[config.mk]
export PLATFORM = sky130hd
export DESIGN_NAME = cascade_cache_ctrl
export DESIGN_NICKNAME = d
export VERILOG_FILES = /design/src/rtl/cascade_cache_ctrl.sv
export SDC_FILE = /design/constraint.sdc
export NUM_CORES = 1
export LEC_CHECK = 0
export ABC_AREA = 1
export BUFFER_PORTS_ARGS = -buffer_cell sky130_fd_sc_hd__buf_2
export CORE_AREA = 2 2 95 97
export DETAILED_ROUTE_END_ITERATION = 7
export DIE_AREA = 0 0 97 99
export PLACE_DENSITY = 0.8
export SETUP_SLACK_MARGIN = 0.15
export SLEW_MARGIN = 20
export SYNTH_ARGS = -nofsm -noshare
export SYNTH_HDL_FRONTEND = slang
export SYNTH_SLANG_ARGS = --single-unit
[constraint.sdc]
create_clock -name clk_i -period 2.6 [get_ports clk_i]
set_clock_uncertainty 0.1 [all_clocks]
set_input_delay 0.39 -clock clk_i [delete_from_list [all_inputs] [get_ports clk_i]]
set_output_delay 0.39 -clock clk_i [all_outputs]
set_load 0.03 [all_outputs]
[src/rtl/cascade_cache_ctrl.sv]
// cascade_cache_ctrl: burst loader plus two-port round-robin read arbiter
// in front of a single-ported cache with a registered read address.
// Optional feature: define CASCADE_CACHE_CTRL_READ_DURING_LOAD_EN to allow
// reads while a burst is loading. A read to the address being written in
// that same cycle is held off.
module cascade_cache_ctrl #(
    parameter int ADDR_WIDTH = 10,
    parameter int WORD_SIZE  = 32
) (
    input  logic                  clk_i,
    input  logic                  rst_ni,
    input  logic                  load_start_i,
    input  logic [ADDR_WIDTH-1:0] load_base_i,
    input  logic [ADDR_WIDTH:0]   load_len_i,
    output logic                  load_busy_o,
    output logic                  load_done_o,
    input  logic                  wr_valid_i,
    input  logic [WORD_SIZE-1:0]  wr_data_i,
    output logic                  wr_ready_o,
    input  logic                  rd0_req_i,
    input  logic [ADDR_WIDTH-1:0] rd0_addr_i,
    output logic                  rd0_gnt_o,
    output logic                  rd0_valid_o,
    output logic [WORD_SIZE-1:0]  rd0_data_o,
    input  logic                  rd1_req_i,
    input  logic [ADDR_WIDTH-1:0] rd1_addr_i,
    output logic                  rd1_gnt_o,
    output logic                  rd1_valid_o,
    output logic [WORD_SIZE-1:0]  rd1_data_o,
    output logic                  cc_we_o,
    output logic [ADDR_WIDTH-1:0] cc_waddr_o,
    output logic [WORD_SIZE-1:0]  cc_wdata_o,
    output logic [ADDR_WIDTH-1:0] cc_raddr_o,
    input  logic [WORD_SIZE-1:0]  cc_q_i
);

    typedef enum logic [1:0] {IDLE = 2'd0, LOAD = 2'd1, DONE = 2'd2} state_e;

    state_e                state_q, state_d;
    logic [ADDR_WIDTH-1:0] base_q;
    logic [ADDR_WIDTH:0]   len_q, cnt_q, cnt_inc;
    logic                  rr_q;        // 0: rd0 wins a tie, 1: rd1 wins a tie
    logic [ADDR_WIDTH-1:0] raddr_q;
    logic                  vld0_q, vld1_q;
    logic                  xfer, rd_allow, elig0, elig1;

    assign xfer    = (state_q == LOAD) && wr_valid_i;
    assign cnt_inc = cnt_q + {{ADDR_WIDTH{1'b0}}, 1'b1};

    // State register
    always_ff @(posedge clk_i or negedge rst_ni) begin
        if (!rst_ni) state_q <= IDLE;
        else         state_q <= state_d;
    end

    // Next-state logic; load_start is only looked at in IDLE
    always_comb begin
        state_d = state_q;
        case (state_q)
            IDLE:    if (load_start_i) state_d = (load_len_i == '0) ? DONE : LOAD;
            LOAD:    if (xfer && (cnt_inc == len_q)) state_d = DONE;
            DONE:    state_d = IDLE;
            default: state_d = IDLE;
        endcase
    end

    // Burst bookkeeping: latch base/length on start, count accepted words
    always_ff @(posedge clk_i or negedge rst_ni) begin
        if (!rst_ni) begin
            base_q <= '0;
            len_q  <= '0;
            cnt_q  <= '0;
        end else if (state_q == IDLE && load_start_i) begin
            base_q <= load_base_i;
            len_q  <= load_len_i;
            cnt_q  <= '0;
        end else if (xfer) begin
            cnt_q  <= cnt_inc;
        end
    end

    // FSM outputs; write data/address are forced to zero when not loading
    always_comb begin
        load_busy_o = 1'b0;
        load_done_o = 1'b0;
        wr_ready_o  = 1'b0;
        cc_we_o     = 1'b0;
        cc_waddr_o  = '0;
        cc_wdata_o  = '0;
        case (state_q)
            LOAD: begin
                load_busy_o = 1'b1;
                wr_ready_o  = 1'b1;
                cc_we_o     = wr_valid_i;
                cc_waddr_o  = base_q + cnt_q[ADDR_WIDTH-1:0];
                cc_wdata_o  = wr_valid_i ? wr_data_i : '0;
            end
            DONE: begin
                load_busy_o = 1'b1;
                load_done_o = 1'b1;
            end
            default: ;
        endcase
    end

    // Read eligibility: which states may grant, and the same-address write hazard
    always_comb begin
`ifdef CASCADE_CACHE_CTRL_READ_DURING_LOAD_EN
        rd_allow = (state_q == IDLE) || (state_q == LOAD);
        elig0    = rd_allow && rd0_req_i && !(cc_we_o && (rd0_addr_i == cc_waddr_o));
        elig1    = rd_allow && rd1_req_i && !(cc_we_o && (rd1_addr_i == cc_waddr_o));
`else
        rd_allow = (state_q == IDLE);
        elig0    = rd_allow && rd0_req_i;
        elig1    = rd_allow && rd1_req_i;
`endif
    end

    assign rd0_gnt_o  = elig0 && (!elig1 || !rr_q);
    assign rd1_gnt_o  = elig1 && (!elig0 || rr_q);
    assign cc_raddr_o = rd0_gnt_o ? rd0_addr_i : (rd1_gnt_o ? rd1_addr_i : raddr_q);
    assign rd0_data_o = vld0_q ? cc_q_i : '0;
    assign rd1_data_o = vld1_q ? cc_q_i : '0;
    assign rd0_valid_o = vld0_q;
    assign rd1_valid_o = vld1_q;

    // Arbiter state: tie pointer flips to the loser, read address holds, valid trails grant
    always_ff @(posedge clk_i or negedge rst_ni) begin
        if (!rst_ni) begin
            rr_q    <= 1'b0;
            raddr_q <= '0;
            vld0_q  <= 1'b0;
            vld1_q  <= 1'b0;
        end else begin
            if (rd0_gnt_o)      rr_q <= 1'b1;
            else if (rd1_gnt_o) rr_q <= 1'b0;
            raddr_q <= cc_raddr_o;
            vld0_q  <= rd0_gnt_o;
            vld1_q  <= rd1_gnt_o;
        end
    end

endmodule

==> results_dict.tcl, run 1 <==
set metrics [dict create \
    required_ns 2.11 \
    syn_to_final_growth_pct 57.1 \
    wl_per_cell_um 14.3 \
    cts-root-buf "clkbuf_8" \
    r2r-start "cnt_q[0]$_DFFE_PN0P_" \
    regArea_sq_um 1180 \
    yosysSeqAreaShare 0.329 \
    pwr-share-comb 0.698 \
    ir_drop_mv 0.791 \
    crit_path_start "base_q[0]$_DFFE_PN0P_" \
    criticalPathCategory "flop to output port" \
    die-width_um 97 \
    synth_cells 592 \
    arrival_ns 2.14 \
    portBuffers 234 \
    dp_cells 931 \
    hold_class "input port to flop" \
    min_to "base_q[9]$_DFFE_PN0P_" \
    grt_pass1_vias 4355 \
    nets 978 \
    yosysWarnings 0 \
    postRouteAntennaNets 0 \
    dieArea_sq_um 9600 \
    cts_tree "yes" \
    syn_nets 717 \
    core-area_sq_um 8550 \
    ys_seq_elements 47 \
    p_sw_frac 0.533 \
    critPathMaxStageDelay_ns 0.37 \
    drc 0 \
    end_kind "output port" \
    cellLeakagePower_nw 3.71 \
    htreeDepth 2 \
    grt_overflow 0 \
    vias 4624 \
    dp_hpwl_um 10400 \
    worst_hold_slack_ns 0.176 \
    stdcell_area_sq_um 5620 \
    gp_congestion 0.903 \
    cap_violations 0 \
    max_freq_ghz 0.380 \
    via_per_inst 4.81 \
    r2r-end "state_q[1]$_DFFE_PN0P_" \
    hp-start "load_base_i[9]" \
    violations "setup timing" \
    r2r_slack_ns 0.38 \
    dpl-instance-area_sq_um 5000 \
    grt_pass1_wl_um 20900 \
    numClockSinks 47 \
    pin_count 235 \
    cp_max_fo 2 \
    critPathLaunchType "flop" \
    multiInputGateArea_sq_um 2070 \
    cp_slowest_cell "fa_2" \
    pwr-share-seq 0.222 \
    cp_top_family "adder cells" \
    die_y_um 99 \
    hold_depth 3 \
    worstSkewPairLatency_ns 0.30 \
    drt_iter0_drc 225 \
    cts_made_buffers 5 \
    fin_cells 962 \
    relSlewSlack 0.648 \
    setup_viol 1 \
    grt_max_degree 34 \
    p_clk_frac 0.081 \
    internal_power_mw 2.55 \
    initial_utilization 0.418 \
    p_sw_mw 2.91 \
    path_cells "ha_2 -> inv_2 -> fa_2 -> nor2_2 -> o21ai_2 -> a21boi_2 -> o21ai_1 -> nand2_1 -> o21ai_2 -> a21oi_2 -> buf_6" \
    report.power.total_mw 5.46 \
    cpMostUsedCell "o21ai_2" \
    syn_area_sq_um 3570 \
    worst_pin_slew_ns 0.527 \
    path_buf_inv 2 \
    wirelength_um 13700 \
    min_period_ns 2.63 \
    grt_setup_unrepaired "yes" \
    clock_path_buffers 2 \
    antenna_found_initial 2 \
    fillers 791 \
    drive_gt1_frac 0.393 \
    std_cell_rows 34 \
    p_per_area_nw_per_um2 972 \
    firstDrtPassIters 5 \
    synth.distinct_cells 26 \
    grtUsageTotal 0.270 \
    syn_avg_cell_area_sq_um 6.04 \
    clk_pin_slew_ns 0.09 \
    final.period_utilization 1.01 \
    drv_slew 0 \
    fin_ws_ns -0.0339 \
    hold_violations 0 \
    reg2regPathDepth 17 \
    status "finished with violations" \
]
cell usage after synthesis:
library cell / instances / share of area
a21boi_0: 1 / 0.0021
a21oi_1: 13 / 0.018
a31oi_1: 10 / 0.018
buf_1: 1 / 0.0010
clkbuf_1: 17 / 0.018
clkinv_1: 1 / 0.0010
dfrtp_1: 47 / 0.33
fa_1: 1 / 0.0056
ha_1: 13 / 0.046
inv_1: 147 / 0.15
nand2_1: 196 / 0.21
nand2_2: 3 / 0.0053
nand3_1: 28 / 0.039
nand3b_1: 4 / 0.0084
nand4_1: 5 / 0.0088
nor2_1: 59 / 0.062
nor2_2: 1 / 0.0018
nor2_4: 1 / 0.0032
nor3_1: 3 / 0.0042
nor4_1: 2 / 0.0035
o21ai_0: 28 / 0.039
o21bai_1: 1 / 0.0021
o22ai_1: 6 / 0.011
o31a_1: 1 / 0.0025
xnor3_1: 1 / 0.0063
xor2_1: 2 / 0.0049
state kept, by name (all words and copies together), names as in the netlist:
register and cells:
base_q 10, rd1_valid_o 1, raddr_q 10, rd0_valid_o 1
cnt_q 11, len_q 11, rr_q 1, state_q 2
through the flow:
stage	setup WS (ns)	utilization	TNS, ns
5_1_grt	-0.158	0.656	-0.231
3_5_place_dp	0.127	0.584	0
3_3_place_gp	0.140	0.584	0
6_report	-0.0339	0.657	-0.0339
2_1_floorplan	0.105	-	0
4_1_cts	-0.0281	0.630	-0.0281
logic make-up after synthesis:
logic type | count (synthesis) | share of synthesized area
XOR/XNOR | 3 | 0.0112
AO/OA/AOI/OAI | 60 | 0.0921
AND/OR/NAND/NOR | 302 | 0.342
buffers and inverters | 166 | 0.174
flip-flops | 47 | 0.329
adder cells (fa/ha/maj) | 14 | 0.0511
power by group through the flow:
stage                     logic (mW)  registers, mW  clock network [mW]
final                           3.81           1.21               0.440
after global routing            4.11           1.24               0.477
after CTS                       3.45           1.20               0.450
after detailed placement        3.18           1.18                   0
after global placement          3.14           1.17                   0
after floorplan                 2.21           1.18                   0
worst max path at each step:
stage / to / slack [ns] / cells after the start
final: cc_waddr_o[6] / -0.03 / 11
after global routing: cc_waddr_o[6] / -0.16 / 11
after CTS: cc_waddr_o[6] / -0.03 / 11
after detailed placement: cc_waddr_o[6] / 0.13 / 11
after global placement: cc_waddr_o[6] / 0.14 / 11
after floorplan: cc_waddr_o[6] / 0.11 / 10
layout make-up:
type / count / share of cell area
diodes: 1 / 0.000446
clock buffers: 5 / 0.0123
clock inverters: 2 / 0.00245
inverters: 148 / 0.0996
multi-input cells: 379 / 0.369
flip-flops and latches: 47 / 0.210
well taps: 108 / 0.0241
repair buffers: 271 / 0.281
repair inverters: 1 / 0.00134
repair_timing:
item,4_1_cts,5_1_grt
hold buffers,1,0
setup endpoints to repair,17,16
endpoints found under the hold margin,20,0
setup buffers,9,10
cloned,2,1
gates resized for setup,57,42
pin swaps,18,19
placed cells by master, fill, tap and decap left out, drive strengths merged, types with 2 or more instances in the layout:
| cell type | Yosys | layout |
|---|---|---|
| nand4 | 5 | 5 |
| o21ai | 28 | 28 |
| dfrtp | 47 | 47 |
| nand3 | 28 | 28 |
| ha | 13 | 13 |
| clkinvlp | 0 | 2 |
| o22ai | 6 | 6 |
| clkinv | 1 | 3 |
| inv | 147 | 146 |
| nor3 | 3 | 3 |
| nand3b | 4 | 4 |
| buf | 1 | 269 |
| a21oi | 13 | 13 |
| nor4 | 2 | 2 |
| a31oi | 10 | 10 |
| xor2 | 2 | 2 |
| nor2 | 61 | 61 |
| clkbuf | 17 | 6 |
| nand2 | 199 | 199 |
worst register-to-register path, delay by kind of cell, from the launching register on:
kind / cells / cell delay (ns)
and+or+nand+nor: 13 / 1.07
DFF: 1 / 0.39
adders and majority gates: 1 / 0.24
buffers and inverters: 3 / 0.33
per-layer routing:
layer / routed length, um / GRT usage / vias up / share of wire
met2: 6980 / 0.486 / 213 / 0.51
li1: - / - / 2283 / -
met5: 7 / 0 / - / 0.00051
met1: 5350 / 0.324 / 2095 / 0.39
met4: 384 / 0.0953 / 2 / 0.028
met3: 1020 / 0.0504 / 31 / 0.074
Note: power is estimated with default switching activity, not from simulation.
==> run 2, diff against run 1 <==
--- a/config.mk
+++ b/config.mk
@@ -7,10 +7,12 @@
 export LEC_CHECK = 0
 export ABC_AREA = 1
 export BUFFER_PORTS_ARGS = -buffer_cell sky130_fd_sc_hd__buf_2
-export CORE_AREA = 2 2 95 97
+export CORE_AREA = 2 2 91 93
+export CTS_BUF_LIST = sky130_fd_sc_hd__clkbuf_8
+export CTS_CLUSTER_SIZE = 30
 export DETAILED_ROUTE_END_ITERATION = 7
-export DIE_AREA = 0 0 97 99
-export PLACE_DENSITY = 0.8
+export DIE_AREA = 0 0 93 95
+export PLACE_DENSITY = 0.86
 export SETUP_SLACK_MARGIN = 0.15
 export SLEW_MARGIN = 20
 export SYNTH_ARGS = -nofsm -noshare
==> constraint.sdc (replaced) <==
create_clock -name clk_i -period 3.2 [get_ports clk_i]
set_clock_uncertainty 0.1 [all_clocks]
set_input_delay 0.48 -clock clk_i [delete_from_list [all_inputs] [get_ports clk_i]]
set_output_delay 0.48 -clock clk_i [all_outputs]
set_load 0.03 [all_outputs]
==> results_dict.tcl, run 2 (synthesis gave the netlist of run 1 again) <==
set metrics [dict create \
    status "completed" \
    internal_power_mw 1.69 \
    postRouteAntennaNets 0 \
    final_common_cell "buf_2" \
    reg2regPathDepth 16 \
    core-area_sq_um 7930 \
    dp_hpwl_um 10100 \
    crit_end "cc_waddr_o[6]" \
    cp_max_fo 3 \
    required_ns 2.62 \
    r2r_slack_ns 0.76 \
    r2r-start "state_q[1]$_DFFE_PN0P_" \
    dpl-instance-area_sq_um 4860 \
    min_period_ns 2.86 \
    cts-root-buf "clkbuf_8" \
    top_regs "cnt_q x11, len_q x11" \
    vias 4352 \
    std_cell_rows 33 \
    antenna_found_initial 0 \
    grt_pass1_wl_um 18400 \
    critPathLaunchType "flop" \
    postCtsHoldBufs 0 \
    cap_violations 0 \
    nets 949 \
    numClockSinks 47 \
    layout_common_cells "buf_2, nand2_1, inv_1" \
    worst_pin_slew_ns 0.946 \
    via_per_inst 4.68 \
    ir_drop_mv 0.457 \
    r2r-end "state_q[0]$_DFFE_PN0P_" \
    pwr-share-comb 0.639 \
    clock_path_buffers 2 \
    firstDrtPassIters 5 \
    relSlewSlack 0.369 \
    initial_utilization 0.451 \
    tns_ns 0 \
    pwr-share-seq 0.269 \
    criticalPathCategory "flop to output port" \
    hold_class "input port to async pin" \
    p_sw_frac 0.557 \
    htreeDepth 2 \
    portBuffers 234 \
    drt_iter0_drc 308 \
    cts_made_buffers 5 \
    cts_tree "yes" \
    end_kind "output port" \
    clk_pin_slew_ns 0.08 \
    gp_congestion 0.873 \
    max_freq_ghz 0.350 \
    p_sw_mw 2.12 \
    hold_violations 0 \
    p_per_area_nw_per_um2 764 \
    wirelength_um 12400 \
    die_y_um 95 \
    setup_viol 0 \
    drive_gt1_frac 0.316 \
    drv_slew 0 \
    grt_pass1_vias 3809 \
    fillers 792 \
    p_clk_frac 0.092 \
    arrival_ns 2.28 \
    worstSkewPairLatency_ns 0.30 \
    antenna_cells 0 \
    pin_count 235 \
    wl_per_cell_um 13.3 \
    stdcell_area_sq_um 4990 \
    crit_path_start "base_q[0]$_DFFE_PN0P_" \
    cellLeakagePower_nw 3.52 \
    syn_to_final_growth_pct 39.7 \
    dieArea_sq_um 8840 \
    drc 0 \
    die-width_um 93 \
    grt_max_degree 48 \
    grt_overflow 0 \
    final.period_utilization 0.893 \
    grtUsageTotal 0.271 \
    grt_setup_unrepaired "yes" \
]
[run 2: metrics by stage]
stage               instances  hold slack [ns]  setup slack (ns)  total power, mW  utilization
finish                    930           0.0779             0.342             3.82        0.630
global route              930            0.113            0.0608             4.12        0.630
CTS                       928            0.257             0.160             3.79        0.624
detailed placement        920            0.372             0.448             3.43        0.613
global placement          920            0.372             0.487             3.40        0.613
floorplan                 592           0.0844             0.469             2.69            -
[run 2: final cells by class]
cell class	instances	area, sq um	area share
timing repair buffer	243	1240	0.249
clock inverter	3	16.3	0.00326
clock buffer	5	68.8	0.0138
multi-input combinational	379	1790	0.359
sequential	47	1180	0.236
inverter	148	559	0.112
tap	105	131	0.0263
[run 2: timing repair]
item,in CTS,in global routing
endpoints found under the setup margin,1,10
pin swaps,0,1
gates cloned,0,0
buffers inserted,0,2
resized for setup,1,9
[run 2: per-layer routing]
layer  global-route usage  wire length [um]
met1                0.374              5470
met5                    0                 0
met2                0.437              5640
met3               0.0463               964
met4               0.0846               280
[run 2: worst max-delay path, cell delays in order (launching register included)]
cell	delay, ns
dfrtp_1	0.41
ha_4	0.16
inv_1	0.06
fa_1	0.39
nor2_1	0.12
o21ai_1	0.08
a21boi_1	0.18
o21ai_0	0.10
nand2_1	0.09
o21ai_0	0.08
a21oi_1	0.15
buf_4	0.17
[run 2: worst min path at each step]
stage                     cells past startpoint                     to                  start  slack [ns]
after global routing                          1  base_q[3]$_DFFE_PN0P_                 rst_ni        0.11
after floorplan                               0  base_q[0]$_DFFE_PN0P_                 rst_ni        0.08
final                                         1  base_q[3]$_DFFE_PN0P_                 rst_ni        0.08
after CTS                                     3  base_q[5]$_DFFE_PN0P_         load_base_i[5]        0.26
after global placement                        2  base_q[0]$_DFFE_PN0P_  base_q[0]$_DFFE_PN0P_        0.37
after detailed placement                      2  base_q[7]$_DFFE_PN0P_  base_q[7]$_DFFE_PN0P_        0.37
[run 2: power by group through the flow]
stage | sequential, mW | combinational (mW) | clock (mW)
floorplan | 0.959 | 1.73 | 0
global placement | 1.02 | 2.37 | 0
detailed placement | 1.03 | 2.40 | 0
CTS | 1.02 | 2.41 | 0.365
global route | 1.06 | 2.67 | 0.393
finish | 1.03 | 2.44 | 0.353
==> run 3, diff against run 2 <==
--- a/config.mk
+++ b/config.mk
@@ -5,14 +5,13 @@
 export SDC_FILE = /design/constraint.sdc
 export NUM_CORES = 1
 export LEC_CHECK = 0
-export ABC_AREA = 1
 export BUFFER_PORTS_ARGS = -buffer_cell sky130_fd_sc_hd__buf_2
-export CORE_AREA = 2 2 91 93
+export CORE_AREA = 2 2 90 92
 export CTS_BUF_LIST = sky130_fd_sc_hd__clkbuf_8
 export CTS_CLUSTER_SIZE = 30
 export DETAILED_ROUTE_END_ITERATION = 7
-export DIE_AREA = 0 0 93 95
-export PLACE_DENSITY = 0.86
+export DIE_AREA = 0 0 92 94
+export PLACE_DENSITY = 0.87
 export SETUP_SLACK_MARGIN = 0.15
 export SLEW_MARGIN = 20
 export SYNTH_ARGS = -nofsm -noshare
==> results_dict.tcl, run 3 <==
set metrics [dict create \
    path_cells "ha_1 -> a21o_1 -> a21oi_2 -> o21ai_2 -> a21oi_1 -> o21ai_1 -> xor2_1 -> and2_1 -> buf_2" \
    arrival_ns 2.46 \
    antenna_found_initial 0 \
    cellLeakagePower_nw 2.91 \
    drv_slew 0 \
    post-place-ws_ns 0.112 \
    die-width_um 92 \
    cp_slowest_cell "dfrtp_2" \
    yosys.area.top_type_share 0.335 \
    portBuffers 234 \
    p_per_area_nw_per_um2 766 \
    grt_setup_unrepaired "yes" \
    drive_gt1_frac 0.426 \
    ys_seq_elements 47 \
    synth_edf_count 0 \
    firstDrtPassIters 5 \
    grt.met1_usage 0.335 \
    numClockSinks 47 \
    core-area_sq_um 7610 \
    via_per_inst 5.16 \
    synthTopCellsByArea "dfrtp_1, and2_1, nand2_1, and3_1, ha_1" \
    dieArea_sq_um 8650 \
    max_freq_ghz 0.328 \
    die_y_um 94 \
    cts_made_buffers 5 \
    syn_avg_cell_area_sq_um 8.11 \
    pin_count 235 \
    clk_pin_slew_ns 0.09 \
    initial_utilization 0.461 \
    setup_viol 0 \
    final_common_cell "buf_2" \
    critPathMaxStageDelay_ns 0.45 \
    postRouteAntennaNets 0 \
    grt_pass1_wl_um 18200 \
    yosysSeqAreaShare 0.335 \
    synthXorXnorAreaFrac 0.0595 \
    synth_most_common_cell "nand2_1" \
    cts_tree "yes" \
    min_period_ns 3.04 \
    report.power.total_mw 3.80 \
    nets 787 \
    synthTopCellsByCount "nand2_1, and2_1, dfrtp_1" \
    drc 0 \
    synth_top_cell_by_area "dfrtp_1" \
    cts-root-buf "clkbuf_8" \
    layout_common_cells "buf_2, nand2_1, and2_1" \
    clock_path_buffers 2 \
    std_cell_rows 32 \
    drt_iter0_drc 257 \
    postCtsHoldBufs 0 \
    fin_cells 764 \
    dp_cells 745 \
    final.period_utilization 0.951 \
    wl_per_cell_um 15.8 \
    synth-simple-area-share 0.375 \
    syn_nets 558 \
    grt_use_met2 0.444 \
    synth.distinct_cells 49 \
    gp_congestion 0.852 \
    grt_pass1_vias 3635 \
    required_ns 2.62 \
    wirelength_um 12100 \
    vias 3944 \
    grtUsageTotal 0.261 \
    criticalPathCategory "flop to output port" \
    end_kind "output port" \
    relSlewSlack 0.496 \
    hold_class "input port to async pin" \
    synth_ff_type "dfrtp_1" \
    async_flop_share 1.00 \
    worstSkewPairLatency_ns 0.30 \
    htreeDepth 2 \
    hold_violations 0 \
    yosysWarnings 0 \
    grt_max_degree 48 \
    syn_to_final_growth_pct 41.3 \
    synth_compound_area_frac 0.0884 \
    ir_drop_mv 0.601 \
    syn_area_sq_um 3510 \
    dp_hpwl_um 9110 \
    synth_cells 433 \
    synthAdderAreaFrac 0.0520 \
    cp_max_fo 6 \
    grt_overflow 0 \
    fin_ws_ns 0.155 \
    grt_util_met3 0.0506 \
    worst_pin_slew_ns 0.756 \
    antenna_cells 0 \
    top_regs "cnt_q x11, len_q x11" \
    critPathLaunchType "flop" \
    tns_ns 0 \
    synthMuxAreaShare 0.0285 \
    top_usage_layer "met2" \
    cap_violations 0 \
    status "completed" \
    synth_top_family_by_area "simple AND/OR/NAND/NOR gates" \
]
run 3: changes by cell type after synthesis, moves of 10 or more:
cell     before  now
a21oi_1      13   23
mux2i_1       0   10
o21ai_0      28    8
nor2_1       59   24
nand3_1      28    9
xnor2_1       0   12
and3_1        0   32
and2_1        0   71
inv_1       147   15
nand2_1     196   76
run 3: layout make-up:
type | instances | area, sq um
clock buffers | 6 | 82.6
flip-flops and latches | 47 | 1180
inverters | 15 | 56.3
clock inverters | 1 | 5.00
repair buffers | 252 | 1320
multi-input cells | 341 | 2180
fillers | 637 | 2650
well taps | 102 | 128
run 3: routing by layer:
| metal | vias to the layer above | wire (um) |
|---|---|---|
| met2 | 186 | 5980 |
| met3 | 27 | 918 |
| met5 | - | 0 |
| met1 | 1846 | 4930 |
| met4 | 0 | 270 |
| li1 | 1885 | - |
run 3: cell families after synthesis:
family                     count (synthesis)
adders and majority gates                 14
AOI/OAI and AO/OA                         47
xor gates and xnor gates                  23
muxes                                     10
buffers and inverters                     45
DFF                                       47
and+or+nand+nor                          247
run 3: final timing paths:
kind                                     endpoint  slack (ns)  cells after the start             startpoint
setup / recovery                    cc_waddr_o[7]        0.16                      9   cnt_q[1]$_DFFE_PN0P_
hold / removal               cnt_q[5]$_DFFE_PN0P_        0.08                      1                 rst_ni
setup reg to reg           state_q[0]$_DFFE_PN0P_        0.38                     10   cnt_q[0]$_DFFE_PN0P_
hold reg to reg             base_q[6]$_DFFE_PN0P_        0.39                      2  base_q[6]$_DFFE_PN0P_
max in group asynchronous    cnt_q[3]$_DFFE_PN0P_        2.47                      1                 rst_ni
min in group clk_i          base_q[4]$_DFFE_PN0P_        0.26                      3         load_base_i[4]
run 3: per-stage QoR:
step | cell area [sq um] | utilization | hold slack (ns)
floorplan | 3510 | - | 0.0844
CTS | 4830 | 0.635 | 0.258
global placement | 4700 | 0.617 | 0.368
detailed placement | 4700 | 0.617 | 0.374
global route | 4960 | 0.652 | 0.133
finish | 4960 | 0.652 | 0.0802
run 3: what timing repair did:
action | in CTS | in global routing
pin swaps | 4 | 7
resized for setup | 11 | 21
endpoints found under the setup margin | 4 | 5
buffers inserted | 4 | 8
run 3: power by group:
part / switching [mW] / internal [mW]
logic: 1.58 / 0.828
registers: 0.198 / 0.820
clock network: 0.199 / 0.170
run 3: worst max-delay path: cells and delay by family (launching register included):
family / cells / cell delay, ns
compound gates: 5 / 0.84
flops: 1 / 0.45
fa+ha+maj: 1 / 0.29
buf+inv: 1 / 0.21
xor+xnor: 1 / 0.19
simple gates: 1 / 0.19
